## src/rtl/nlc_out_collect.sv

```systemverilog
// Output collector for the NLC datapath: converts binary32 results to 21-bit
// fixed point, stores them per channel and signals when a frame is complete.
module nlc_out_collect #(
  parameter int NCH  = 16,
  parameter int IDXW = 4,
  parameter int XW   = 21,
  parameter int FW   = 32
) (
  input  logic              clk,
  input  logic              reset,
  input  logic              srdyi,
  input  logic [IDXW-1:0]   ch_idx,
  input  logic [FW-1:0]     result_f,
  output logic [NCH*XW-1:0] x_lin_bus,
  output logic [NCH-1:0]    sat_flags,
  output logic              dup_err,
  output logic              srdyo
);

  localparam logic [XW-1:0] POS_MAX = {1'b0, {(XW-1){1'b1}}};
  localparam logic [XW-1:0] NEG_MAX = {1'b1, {(XW-1){1'b0}}};

  // ---------------- stage 0: decode and align ----------------
  logic [7:0]  exp_w;
  logic [22:0] man_w;
  logic [23:0] sig_w;
  logic [7:0]  sh_w;
  logic [23:0] shifted_w;
  logic        nan_d, sat_d;
  logic [21:0] half_d;

  assign exp_w = result_f[30:23];
  assign man_w = result_f[22:0];
  assign sig_w = {1'b1, man_w};
  assign sh_w  = 8'd149 - exp_w;
  assign shifted_w = sig_w >> sh_w;

  // half_d holds floor(|x| * 2): integer magnitude plus the round bit in bit 0.
  always_comb begin
    nan_d  = 1'b0;
    sat_d  = 1'b0;
    half_d = '0;
    if (exp_w == 8'd255) begin
      nan_d = (man_w != '0);
      sat_d = (man_w == '0);
    end else if (exp_w >= 8'd148) begin
      sat_d = 1'b1;
    end else if (exp_w >= 8'd126) begin
      half_d = shifted_w[21:0];
    end
  end

  logic            v1_q;
  logic [IDXW-1:0] ch1_q;
  logic            sign1_q, nan1_q, sat1_q;
  logic [21:0]     half1_q;

  always_ff @(posedge clk) begin
    if (reset) begin
      v1_q    <= 1'b0;
      ch1_q   <= '0;
      sign1_q <= 1'b0;
      nan1_q  <= 1'b0;
      sat1_q  <= 1'b0;
      half1_q <= '0;
    end else begin
      v1_q    <= srdyi;
      ch1_q   <= ch_idx;
      sign1_q <= result_f[31];
      nan1_q  <= nan_d;
      sat1_q  <= sat_d;
      half1_q <= half_d;
    end
  end

  // ---------------- stage 1: round, sign, saturate ----------------
  logic [22:0]   mag_sum;
  logic [21:0]   mag_w;
  logic [XW-1:0] val_d;
  logic          flag_d;

  assign mag_sum = {1'b0, half1_q} + 23'd1;
  assign mag_w   = mag_sum[22:1];

  always_comb begin
    val_d  = '0;
    flag_d = 1'b0;
    if (nan1_q) begin
      flag_d = 1'b1;
    end else if (sat1_q) begin
      val_d  = sign1_q ? NEG_MAX : POS_MAX;
      flag_d = 1'b1;
    end else if (!sign1_q) begin
      if (mag_w > 22'd1048575) begin
        val_d  = POS_MAX;
        flag_d = 1'b1;
      end else begin
        val_d = mag_w[XW-1:0];
      end
    end else begin
      if (mag_w > 22'd1048576) begin
        val_d  = NEG_MAX;
        flag_d = 1'b1;
      end else begin
        val_d = XW'(-mag_w[XW-1:0]);
      end
    end
  end

  // ---------------- bank and frame tracking ----------------
  logic [XW-1:0]  bank_q [NCH];
  logic [NCH-1:0] sat_q;
  logic [NCH-1:0] mask_q, mask_set;
  logic           dup_q, srdyo_q;

  assign mask_set = mask_q | (NCH'(1) << ch1_q);

  always_ff @(posedge clk) begin
    if (reset) begin
      for (int i = 0; i < NCH; i++) bank_q[i] <= '0;
      sat_q   <= '0;
      mask_q  <= '0;
      dup_q   <= 1'b0;
      srdyo_q <= 1'b0;
    end else begin
      srdyo_q <= 1'b0;
      if (v1_q) begin
        bank_q[ch1_q] <= val_d;
        sat_q[ch1_q]  <= flag_d;
        if (mask_q[ch1_q]) dup_q <= 1'b1;
        if (&mask_set) begin
          mask_q  <= '0;
          srdyo_q <= 1'b1;
        end else begin
          mask_q <= mask_set;
        end
      end
    end
  end

  for (genvar gi = 0; gi < NCH; gi++) begin : g_bus
    assign x_lin_bus[gi*XW +: XW] = bank_q[gi];
  end

  assign sat_flags = sat_q;
  assign dup_err   = dup_q;
  assign srdyo     = srdyo_q;

endmodule

```

## config.mk

```make
export PLATFORM = sky130hd
export DESIGN_NAME = nlc_out_collect
export DESIGN_NICKNAME = d
export VERILOG_FILES = /design/src/rtl/nlc_out_collect.sv
export SDC_FILE = /design/constraint.sdc
export NUM_CORES = 1
export LEC_CHECK = 0
export ABC_AREA = 1
export CAP_MARGIN = 20
export CELL_PAD_IN_SITES_DETAIL_PLACEMENT = 0
export CELL_PAD_IN_SITES_GLOBAL_PLACEMENT = 1
export CORE_UTILIZATION = 41
export DETAILED_ROUTE_END_ITERATION = 6
export PLACE_DENSITY = 0.86
export SLEW_MARGIN = 20
export SYNTH_ARGS = -nofsm -noshare
export SYNTH_HDL_FRONTEND = slang
export SYNTH_SLANG_ARGS = --single-unit
```

## constraint.sdc

```tcl
create_clock -name clk -period 5.5 [get_ports clk]
set_clock_uncertainty 0.2 [all_clocks]
set_input_delay 1.375 -clock clk [delete_from_list [all_inputs] [get_ports clk]]
set_output_delay 1.375 -clock clk [all_outputs]
set_load 0.03 [all_outputs]
```

* Word-level counts from Yosys, hierarchy flattened
Memory sizes are Yosys's and may differ from the RTL's. Cells that the tools add are included. Widths: inputs -> output; s select.
Cells by class: reduce and logical (&&, ||, !) cells 9, equality and inequality tests 1, $lt $le $gt $ge 6, add/subtract/negate cells 3, muxes and demuxes 28, bitwise operators 4, shift operators 2
Operator list (number):
- $mux 21 | 7
- $shr 24x8->22 | 1
- $add 22x1->23 const B | 1
- $logic_not 23->1 | 1
- $reduce_bool 23->1 | 1
- $gt 22x20->1 const B | 1
- $gt 22x21->1 const B | 1
- $neg 21->21 | 1
- $reduce_or 21->1 | 1
- $bwmux 16 | 1
- $mux 1 | 16
- $mux 16 | 1
- $or 16x16->16 | 1
- $reduce_and 16->1 | 1
- $shl 1x4->16 const A | 1
- $eq 8x8->1 const B | 1
- $ge 8x7->1 const B | 1
- $ge 8x8->1 const B | 1
- $sub 8x8->8 const A | 1
- $lt 4x5->1 const B | 1
- $bmux 1 s4 | 1
- $demux 1 s4 | 1
- $ge 4x1->1 const B | 1
- $mux 4 | 1
- 5 further kinds | 8
Storage, ports and cells: register bits after elaboration 64, logic and storage cells 64, RAM bits 336, memories 1, input port bits 39, output and inout bits 354
Memories:
- bank_q | depth 16, width 21, read ports 16, clocked after memory_dff 0, write ports 16, line 111 | logic [XW-1:0] bank_q [NCH];

* Logic depth before layout (Yosys ltp)
Gate-level depths: netlist of the first run.
depth in word-level cells 7, depth in mapped cells 21, depth with buffers taken out 20

* Least setup slack after synthesis of the first run
OpenSTA, ideal clock, no wires.
path type input to register, start input result_f[24], end register half1_q[12], buffers on the path 4, stages 16, setup time 0.070 ns, arrival time 3.582 ns, setup slack 1.647 ns, data required time 5.230 ns, cell sequence clkbuf_1 > inv_1 > buf_1 > ha_1 > inv_1 > nor2_1 > o31ai_1 > a21oi_1 > nor3_1 > inv_1 > or2_2 > clkbuf_1 > nor2_1 > inv_1 > clkbuf_1 > a21oi_1
Between the ends: longest elaborated chain between the ends 3, elaborated cells between the ends (all ways) 7, classes of those cells add/sub: 1; order compare: 2; eq/ne: 1; shift: 1; bitwise: 1; reduce/logical: 1
RTL lines:
- start: declaration | line 13 | input logic [FW-1:0] result_f,
- parallel branches: the longest is 3 deep, another holds $sub 8x8->8
- end signal: assignment | line 72 | half1_q <= half_d;
- end: declaration | line 56 | logic [21:0] half1_q;
Several ways; the timed one is not identified. A chain may end at the register's enable or synchronous reset.

==> results of run 1 <==
## final cells by class
| type | instances | area (um2) |
|---|---|---|
| clock buffer | 49 | 1097 |
| fill | 3525 | 18130 |
| timing repair buffer | 404 | 4021 |
| sequential | 400 | 11370 |
| inverter | 122 | 460.4 |
| multi-input combinational | 1097 | 4825 |
| tap | 532 | 665.6 |
| clock inverter | 25 | 355.3 |
## flip-flops by register name, indices dropped and copies added (netlist names)
register and count:
v1_q 1, nan1_q 1, sat1_q 1, ch1_q 4, sat_flags 16, bank_q 336, dup_err 1, half1_q 22
sign1_q 1, mask_q 16, srdyo 1
## Yosys cell counts (all sizes together)
library cell | number | share of area (%)
buf | 30 | 1.1
a211oi | 2 | 0.088
a22oi | 1 | 0.044
inv | 117 | 2.6
a21oi | 47 | 1.4
o21bai | 5 | 0.22
nor3 | 4 | 0.12
o21ai | 61 | 1.9
or4 | 1 | 0.044
edfxtp | 336 | 59
a31oi | 1 | 0.037
nor3b | 1 | 0.044
a221oi | 1 | 0.051
xor2 | 13 | 0.67
o311ai | 1 | 0.051
o31ai | 1 | 0.044
nor2b | 1 | 0.037
nand2 | 372 | 8.5
clkinv | 5 | 0.11
dfxtp | 64 | 7.5
or2 | 4 | 0.15
nor4 | 4 | 0.15
ha | 6 | 0.44
clkbuf | 57 | 1.3
o2111ai | 2 | 0.10
nand4 | 17 | 0.62
nor2 | 445 | 10
o22ai | 5 | 0.18
o41ai | 1 | 0.096
o211ai | 4 | 0.18
nand3 | 97 | 2.9
## cells by family (layout without fill, tap and decap cells)
kind of cell / Yosys count / after routing
AO/OA/AOI/OAI: 132 / 132
adder cells (fa/ha/maj): 6 / 6
buffers and inverters: 209 / 600
AND/OR/NAND/NOR: 946 / 946
XOR/XNOR: 13 / 13
flip-flops: 400 / 400
## report_power, final
group          switching (mW)  internal, mW
sequential             0.0589          3.43
clock                    1.21          1.77
combinational           0.783         0.350
total                    2.05          5.55
## layout by cell type (no fill, tap or decap), drive strengths merged, types with 2 or more instances in the layout
| cell | instances |
|---|---|
| dfxtp | 64 |
| clkbuf | 49 |
| nor3 | 4 |
| nor4 | 4 |
| a211oi | 2 |
| clkdlybuf4s50 | 392 |
| nand2 | 372 |
| clkinv | 20 |
| nor2 | 445 |
| o21bai | 5 |
| nand4 | 17 |
| ha | 6 |
| o211ai | 4 |
| xor2 | 13 |
| bufinv | 7 |
| o22ai | 5 |
| nand3 | 97 |
| a21oi | 47 |
| o21ai | 61 |
| or2 | 4 |
| o2111ai | 2 |
| buf | 12 |
| edfxtp | 336 |
| inv | 117 |
| clkinvlp | 3 |
## worst max-delay path, cell delays in order, from the launching register on
cell and delay [ns]:
dfxtp_1 0.43, ha_1 0.23, nand2_1 0.08, nor2_1 0.63
nand3_1 0.25, nor2_1 0.23, nand3_1 0.18, nand2_1 0.17
nand2_1 0.22, inv_2 0.17, nor2_2 0.08, nand2_1 0.08
nand2_1 0.67, nor2_1 0.33
## worst max path at each step
stage,start,depth (start not counted),end
2_1_floorplan,result_f[24],16,half1_q[12]
3_3_place_gp,result_f[25],16,half1_q[2]
3_5_place_dp,result_f[25],16,half1_q[2]
4_1_cts,half1_q[0],13,bank_q[5][4]
5_1_grt,half1_q[0],16,bank_q[6][4]
6_report,half1_q[0],13,bank_q[10][4]
## layer usage
| metal | GRT usage, % | vias to the layer above | wire [um] |
|---|---|---|---|
| met5 | 0 | - | 0 |
| met4 | 8.942 | 0 | 1842 |
| met3 | 4.672 | 102 | 4367 |
| met2 | 44.83 | 645 | 27530 |
| met1 | 31.44 | 6603 | 21460 |
| li1 | - | 6331 | - |
## stage by stage
stage	cell area [um2]	cells	hold slack, ns	power (mW)
6_report	22800	2629	0.2638	7.601
5_1_grt	22800	2629	0.2874	7.807
4_1_cts	22780	2629	0.2642	7.626
3_5_place_dp	21320	2555	0.2567	4.681
3_3_place_gp	21310	2554	0.2529	4.674
2_1_floorplan	17020	1706	0.2355	4.171
==> impl_metrics.csv, run 1 <==
group,metric,value,unit
setup_path,critical_path.max_fanout,16,
cts,post_cts_buffers,0,
setup_path,r2r_end,"bank_q[10][4]",
final_layout,fin_util,55.70,%
detailed_routing,drtIter0Drc,1046,
sta,setup_viol,0,
setup_path,reg2reg_slack,1.35,ns
final_layout,area_delta_synth_final,33.91,%
placement,gp_congestion,0.8929,
detailed_routing,vias_per_cell,5.204,
yosys,synth_fa_ha_area_share,0.4410,%
global_routing,overflow,0,
sta,rsz0062_at_grt,"no",
floorplanning,start_util,41.60,%
yosys,synth_compound_area_share,4.381,%
floorplanning,io_pins,393,
min_path,hold_start,"mask_q[2]",
cts,clk_latency,0.57,ns
yosys,synth_area,17020,um2
placement,hpwl,39540,um
sta,finalCritPeriodShare,75.39,%
setup_path,cp.required,5.69,ns
cts,cts_hold_buf,0,
floorplanning,fp.coreArea,40920,um2
min_path,holdPathStages,2,
floorplanning,row_count,74,
final_layout,drive_above_1_share,5.627,%
pwr,ir_worst_vdd,0.1981,mV
detailed_routing,dr.pass1.iters,5,
detailed_routing,antenna_left,0,
min_path,hold_path_end,"mask_q[2]",
pwr,power_density,333.4,nW/um2
sta,relSlewSlack,21.73,%
sta,drv_slew,0,
final_layout,nets,2111,
sta,min_period,4.146,ns
pwr,p_leak,8.367,nW
global_routing,grt_first_pass_wirelength,79160,um
global_routing,antenna_found_initial,0,
status,status,"finished, final reports clean",
floorplanning,die_h,205.8,um
detailed_routing,num_vias,13681,
sta,worst_slew_pin_slew,1.171,ns
placement,place_ws,0.9203,ns
yosys,yosys.area_share.simple,22.60,%
yosys,synth_warnings,0,
final_layout,antenna_cells,0,
cts,cts.path.max_buffers,3,
yosys,synth_top_family_by_area,"simple AND/OR/NAND/NOR gates",
min_path,hold_class,"reg2reg",
yosys,syn_area_per_cell,9.978,um2
global_routing,grt_pass1_vias,12516,
cts,cts_tree,"yes",
sta,hold_viol,0,
yosys,syn_nets,1751,
global_routing,grtUsageTotal,25.57,%
setup_path,rr_worst_depth,13,
setup_path,path_class,"reg2reg",
placement,port_buffers,392,
yosys,synth_xor_area_share,0.6689,%
cts,clkSinkCount,400,
yosys,synth_cells,1706,
setup_path,cp-start-kind,"register",
sta,worst_slack,1.354,ns
sta,max_freq,241.2,MHz
cts,numCtsBuffers,41,
detailed_routing,routed_wl,55200,um
cts,root_buffer,"clkbuf_16",
setup_path,critPathCaptureType,"register",
setup_path,rr_startpoint,"half1_q[0]",
floorplanning,die_area,42340,um2
yosys,seq_area_frac_synth,66.80,%
cts,cts_resized,0,
yosys,ys_ff_latch,400,
floorplanning,die_x,205.8,um
detailed_routing,wl_per_cell,21.00,um
yosys,yosysUniqueCellTypes,44,
detailed_routing,drc,0,
cts,htree_num_levels,2,
global_routing,grt_max_degree,52,
setup_path,cp.arrival,4.33,ns
yosys,muxShareOfSynthArea,0,%
sta,tns,0,ns
job,drv_cap,0,
cts,cts.clk_slew.worst_paths,0.06,ns
Power figures use the tool's default switching activity.
==> run 2: changes to the inputs <==
--- a/config.mk
+++ b/config.mk
@@ -9,9 +9,9 @@
 export CAP_MARGIN = 20
 export CELL_PAD_IN_SITES_DETAIL_PLACEMENT = 0
 export CELL_PAD_IN_SITES_GLOBAL_PLACEMENT = 1
-export CORE_UTILIZATION = 41
+export CORE_UTILIZATION = 35
 export DETAILED_ROUTE_END_ITERATION = 6
-export PLACE_DENSITY = 0.86
+export PLACE_DENSITY = 0.78
 export SLEW_MARGIN = 20
 export SYNTH_ARGS = -nofsm -noshare
 export SYNTH_HDL_FRONTEND = slang
==> constraint.sdc (replaced) <==
create_clock -name clk -period 3.6 [get_ports clk]
set_clock_uncertainty 0.2 [all_clocks]
set_input_delay 0.9 -clock clk [delete_from_list [all_inputs] [get_ports clk]]
set_output_delay 0.9 -clock clk [all_outputs]
set_load 0.03 [all_outputs]
==> run 2 against run 1 <==
Effect of this change: sequential share of layout area is 1.2 points lower; cell area is 2.5% higher; largest power group unchanged; worst hold slack better by 0.011 ns.
==> impl_metrics.csv, run 2 (same netlist as run 1, synthesis figures left out) <==
group,metric,value,unit
floorplanning,start_util,35.58,%
pwr,p_int,8.190,mW
pwr,p_leak,8.651,nW
pwr,p_seq_share,47.0,%
final_layout,drive_above_1_share,8.353,%
floorplanning,row_count,80,
detailed_routing,antenna_left,0,
floorplanning,die_x,222.5,um
cts,clk_latency,0.56,ns
setup_path,critical_path.top_delay_family,"simple AND/OR/NAND/NOR gates",
pwr,pwr-share-comb,16.0,%
setup_path,critical_path.max_fanout,16,
pwr,sw_frac_of_total,27.70,%
sta,worst_slew_pin_slew,0.5789,ns
pwr,power_density,484.8,nW/um2
setup_path,worstPathCellList,"ha_1, nand2_1, nor2_1, buf_4, nand3_1, nand2_1, nand2_1, nand2_1, nor2_1, nand2_1, nor2_4, nand2_2, nand3_2, o21ai_2, inv_6, o21ai_2, buf_4, nor2_1",
sta,min_period,3.277,ns
setup_path,rr_startpoint,"half1_q[0]",
sta,drv_slew,0,
pwr,p_sw,3.138,mW
cts,cts.clk_slew.worst_paths,0.06,ns
job,drv_cap,0,
setup_path,critPathBufInv,3,
final_layout,largest_register_ff_count,336,
final_layout,largest_register,"bank_q",
status,status,"finished, final reports clean",
detailed_routing,routed_wl,56580,um
detailed_routing,num_vias,13714,
global_routing,grt_pass1_vias,13025,
setup_path,path_class,"reg2reg",
sta,max_freq,305.1,MHz
pwr,ir_worst_vdd,0.3278,mV
floorplanning,io_pins,393,
placement,hpwl,41690,um
setup_path,critPathCaptureType,"register",
placement,dpl.cell_count,2704,
setup_path,cp-startpoint,"half1_q[0]",
final_layout,final_cell_mix,"nor2_1, clkdlybuf4s50_1, nand2_1",
global_routing,antenna_found_initial,0,
setup_path,cp.arrival,3.37,ns
floorplanning,fp.coreArea,47850,um2
sta,finalCritPeriodShare,91.04,%
final_layout,final_cells,2782,
sta,hold_viol,0,
sta,whs,0.2744,ns
detailed_routing,dr.pass1.iters,5,
setup_path,cp.required,3.69,ns
placement,port_buffers,392,
pwr,clockPowerShare,36.9,%
detailed_routing,drtIter0Drc,1229,
min_path,hold_class,"reg2reg",
pwr,power,11.33,mW
global_routing,grt_max_degree,29,
sta,tns,0,ns
cts,cts_tree,"yes",
cts,numCtsBuffers,43,
global_routing,grt_first_pass_wirelength,83450,um
placement,place_ws,0.03826,ns
detailed_routing,drc,0,
min_path,hold_start,"mask_q[14]",
setup_path,slowest_stage,"dfxtp_1",
setup_path,cp-start-kind,"register",
cts,cts.path.max_buffers,3,
cts,clkSinkCount,400,
final_layout,reg.largest.list,"bank_q x336, half1_q x22",
sta,rsz0062_at_grt,"no",
floorplanning,die_area,49520,um2
cts,root_buffer,"clkbuf_16",
final_layout,antenna_cells,0,
final_layout,final_common_cell,"nor2_1",
floorplanning,die_h,222.5,um
sta,relSlewSlack,61.36,%
final_layout,nets,2179,
detailed_routing,vias_per_cell,4.930,
setup_path,cp_common_cell,"nand2_1",
detailed_routing,wl_per_cell,20.34,um
cts,cts_hold_buf,0,
global_routing,overflow,0,
placement,gp_congestion,0.8714,
setup_path,slowest_delay,0.42,ns
sta,setup_viol,0,
global_routing,grtUsageTotal,22.57,%
sta,worst_slack,0.3226,ns
final_layout,area_delta_synth_final,37.27,%
cts,htree_num_levels,2,
[run 2: changes by cell type in the layout (fill, tap and decap cells not counted), sizes merged]
| cell | change |
|---|---|
| bufinv | -5 |
| clkbuf | -2 |
| clkinv | +8 |
| clkinvlp | +3 |
| buf | +66 |
[run 2: worst paths after layout]
path / slack [ns] / endpoint / cells after the start
setup reg to reg: 0.32 / bank_q[4][3] / 18
hold reg to reg: 0.27 / mask_q[14] / 2
hold / removal: 0.27 / mask_q[14] / 2
setup / recovery: 0.32 / bank_q[4][3] / 18
[run 2: area by class of cell]
type / count / area [um2]
Clock buffer: 47 / 1091
Clock inverter: 31 / 232.7
Fill cell: 4351 / 24480
Inverter: 122 / 462.9
Multi-Input combinational cell: 1097 / 4805
Sequential cell: 400 / 11370
Tap cell: 615 / 769.5
Timing Repair Buffer: 470 / 4634
[run 2: worst min-delay path: stages, from the launching register on]
cell and delay (ns):
dfxtp_1 0.31, inv_1 0.06, a21oi_1 0.06
[run 2: power groups by stage]
stage	Sequential, mW	Combinational (mW)	Clock [mW]
finish	5.33	1.82	4.18
global route	5.35	1.91	4.42
CTS	5.33	1.82	4.23
detailed placement	5.43	1.82	0
global placement	5.42	1.82	0
floorplan	5.87	0.503	0
[run 2: per-stage QoR]
step	utilization, %	instance area [um2]
2_1_floorplan	-	17020
3_3_place_gp	46.03	22020
3_5_place_dp	46.03	22020
4_1_cts	48.80	23350
5_1_grt	48.84	23370
6_report	48.84	23370
[run 2: routing by layer]
layer  global-route usage (%)  vias to the layer above  routed length (um)
li1                         -                     6479                   -
met1                    28.75                     6608               23240
met2                    39.04                      548               27950
met3                    3.716                       79                3768
met4                    7.186                        0                1610
met5                        0                        -                   0
[run 2: timing repair]
item / in CTS / in global routing
setup buffers: 0 / 0
endpoints found under the hold margin: 0 / 0
gates resized for setup: 0 / 4
setup endpoints to repair: 0 / 49
==> run 3: changes to the inputs <==
--- a/config.mk
+++ b/config.mk
@@ -11,6 +11,7 @@
 export CELL_PAD_IN_SITES_GLOBAL_PLACEMENT = 1
 export CORE_UTILIZATION = 35
 export DETAILED_ROUTE_END_ITERATION = 6
+export MAX_ROUTING_LAYER = met4
 export PLACE_DENSITY = 0.78
 export SLEW_MARGIN = 20
 export SYNTH_ARGS = -nofsm -noshare
==> run 3 against run 2 <==
Effect of this change: flip-flop and latch count unchanged; register-to-register slack got worse by 0.08 ns; first-iteration DRC count increased by 16%; sequential share of layout area decreased by 0.20 points; power increased by 2.3%; critical path type unchanged; cell area increased by 0.41%.
==> impl_metrics.csv, run 3 (same netlist as run 1, synthesis figures left out) <==
group,metric,value,unit
detailed_routing,num_vias,13824,
cts,cts_hold_buf,0,
cts,numCtsBuffers,42,
cts,clkSinkCount,400,
cts,htree_num_levels,2,
pwr,clockPowerShare,38.3,%
floorplanning,row_count,80,
floorplanning,io_pins,393,
cts,cts_tree,"yes",
pwr,power_density,493.8,nW/um2
min_path,holdPathStages,2,
placement,port_buffers,392,
setup_path,cp-startpoint,"half1_q[0]",
detailed_routing,routed_wl,56340,um
cts,cts.path.max_buffers,3,
setup_path,cp.arrival,3.56,ns
status,status,"finished, final reports clean",
pwr,sw_frac_of_total,26.79,%
setup_path,cp_common_cell,"nand2_1",
placement,dpl.cell_count,2703,
setup_path,slowest_stage,"dfxtp_1",
sta,worst_slack,0.2455,ns
sta,hold_viol,0,
min_path,hold_start,"mask_q[2]",
setup_path,path_class,"reg2reg",
sta,setup_viol,0,
cts,cts.clk_slew.worst_paths,0.06,ns
setup_path,worstPathCellList,"ha_1, nand2_1, nor2_1, buf_4, nand2_1, nand2_1, inv_1, nor2_1, nand2_1, nor2_1, nand2_1, nor2_4, nand2_2, nand3_2, o21ai_2, inv_6, nand2_2, nor2_1",
detailed_routing,drc,0,
sta,relSlewSlack,58.06,%
sta,worst_slew_pin_slew,0.6284,ns
pwr,p_sw,3.104,mW
placement,hpwl,41530,um
setup_path,reg2reg_slack,0.25,ns
final_layout,reg.largest.list,"bank_q x336, half1_q x22",
setup_path,r2r_end,"bank_q[9][13]",
floorplanning,start_util,35.58,%
global_routing,grt_first_pass_wirelength,83370,um
cts,clk_latency,0.56,ns
pwr,p_int,8.482,mW
pwr,p_leak,8.703,nW
sta,rsz0062_at_grt,"yes",
sta,drv_slew,0,
placement,place_ws,-0.06840,ns
min_path,hold_class,"reg2reg",
placement,gp_congestion,0.8818,
pwr,pwr-share-comb,15.7,%
floorplanning,die_h,222.5,um
min_path,hold_path_end,"mask_q[2]",
floorplanning,fp.coreArea,47850,um2
setup_path,slowest_delay,0.41,ns
detailed_routing,dr.pass1.iters,6,
detailed_routing,wl_per_cell,20.26,um
final_layout,final_cell_mix,"nor2_1, clkdlybuf4s50_1, nand2_1",
sta,finalCritPeriodShare,93.18,%
sta,min_period,3.355,ns
setup_path,cp.required,3.80,ns
pwr,ir_worst_vdd,0.3096,mV
floorplanning,die_x,222.5,um
global_routing,overflow,0,
final_layout,largest_register,"bank_q",
final_layout,final_common_cell,"nor2_1",
setup_path,critical_path.max_fanout,16,
final_layout,antenna_cells,0,
setup_path,critPathCaptureType,"register",
floorplanning,die_area,49520,um2
detailed_routing,vias_per_cell,4.971,
setup_path,rr_worst_depth,18,
global_routing,grt_pass1_vias,13078,
final_layout,drive_above_1_share,8.172,%
sta,max_freq,298.1,MHz
final_layout,final_cells,2781,
setup_path,cp-start-kind,"register",
sta,whs,0.2698,ns
setup_path,rr_startpoint,"half1_q[0]",
cts,root_buffer,"clkbuf_16",
detailed_routing,antenna_left,0,
global_routing,grtUsageTotal,23.23,%
global_routing,grt_max_degree,29,
global_routing,antenna_found_initial,0,
detailed_routing,drtIter0Drc,1431,
pwr,p_seq_share,46.0,%
final_layout,nets,2177,
final_layout,area_delta_synth_final,37.82,%
job,drv_cap,0,
final_layout,largest_register_ff_count,336,
[run 3: how the worst max path moves through the flow]
stage,to,slack (ns),cells past startpoint
after floorplan,half1_q[12],0.22,16
after global placement,half1_q[13],-0.03,13
after detailed placement,half1_q[9],-0.07,13
after CTS,bank_q[15][17],0.16,18
after global routing,bank_q[9][13],-0.05,18
final,bank_q[9][13],0.25,18
[run 3: cell type report]
type                    instances  area, um2
fillers                      4364      24380
inverters                     122      462.9
repair buffers                469       4639
clock inverters                28      316.6
multi-input cells            1097       4800
flip-flops and latches        400      11370
well taps                     615      769.5
clock buffers                  50       1102
[run 3: worst max-delay path: cells and delay by family, from the launching register on]
kind            cells  cell delay (ns)
fa+ha+maj           1             0.22
simple gates       13             1.75
compound gates      1             0.10
buf+inv             3             0.51
flops               1             0.41
[run 3: repair_timing]
item | CTS | global route
endpoints found under the hold margin | 0 | 0
setup endpoints to repair | 0 | 59
resized for setup | 0 | 3
setup buffers | 0 | 0
[run 3: power groups by stage]
stage / clock [mW] / combinational [mW] / sequential [mW]
finish: 4.44 / 1.82 / 5.33
global route: 4.67 / 1.92 / 5.34
CTS: 4.51 / 1.83 / 5.33
detailed placement: 0 / 1.82 / 5.43
global placement: 0 / 1.82 / 5.42
floorplan: 0 / 0.503 / 5.87
[run 3: routing by layer]
layer / routed length [um] / part of all wire, % / track usage [%] / up-vias
li1: - / - / - / 6481
met1: 22650 / 40 / 28.07 / 6636
met2: 27940 / 50 / 39.13 / 627
met3: 4199 / 7.5 / 4.668 / 80
met4: 1551 / 2.8 / 6.919 / 0
met5: 0 / 0 / - / -
[run 3: per-stage QoR]
step	utilization (%)	TNS [ns]	power, mW	cell area, um2
after floorplan	-	0	6.372	17020
after global placement	46.04	-0.1411	7.238	22030
after detailed placement	46.04	-0.2638	7.250	22030
after CTS	49.01	0	11.67	23450
after global routing	49.04	-0.4557	11.94	23460
final	49.04	0	11.59	23460
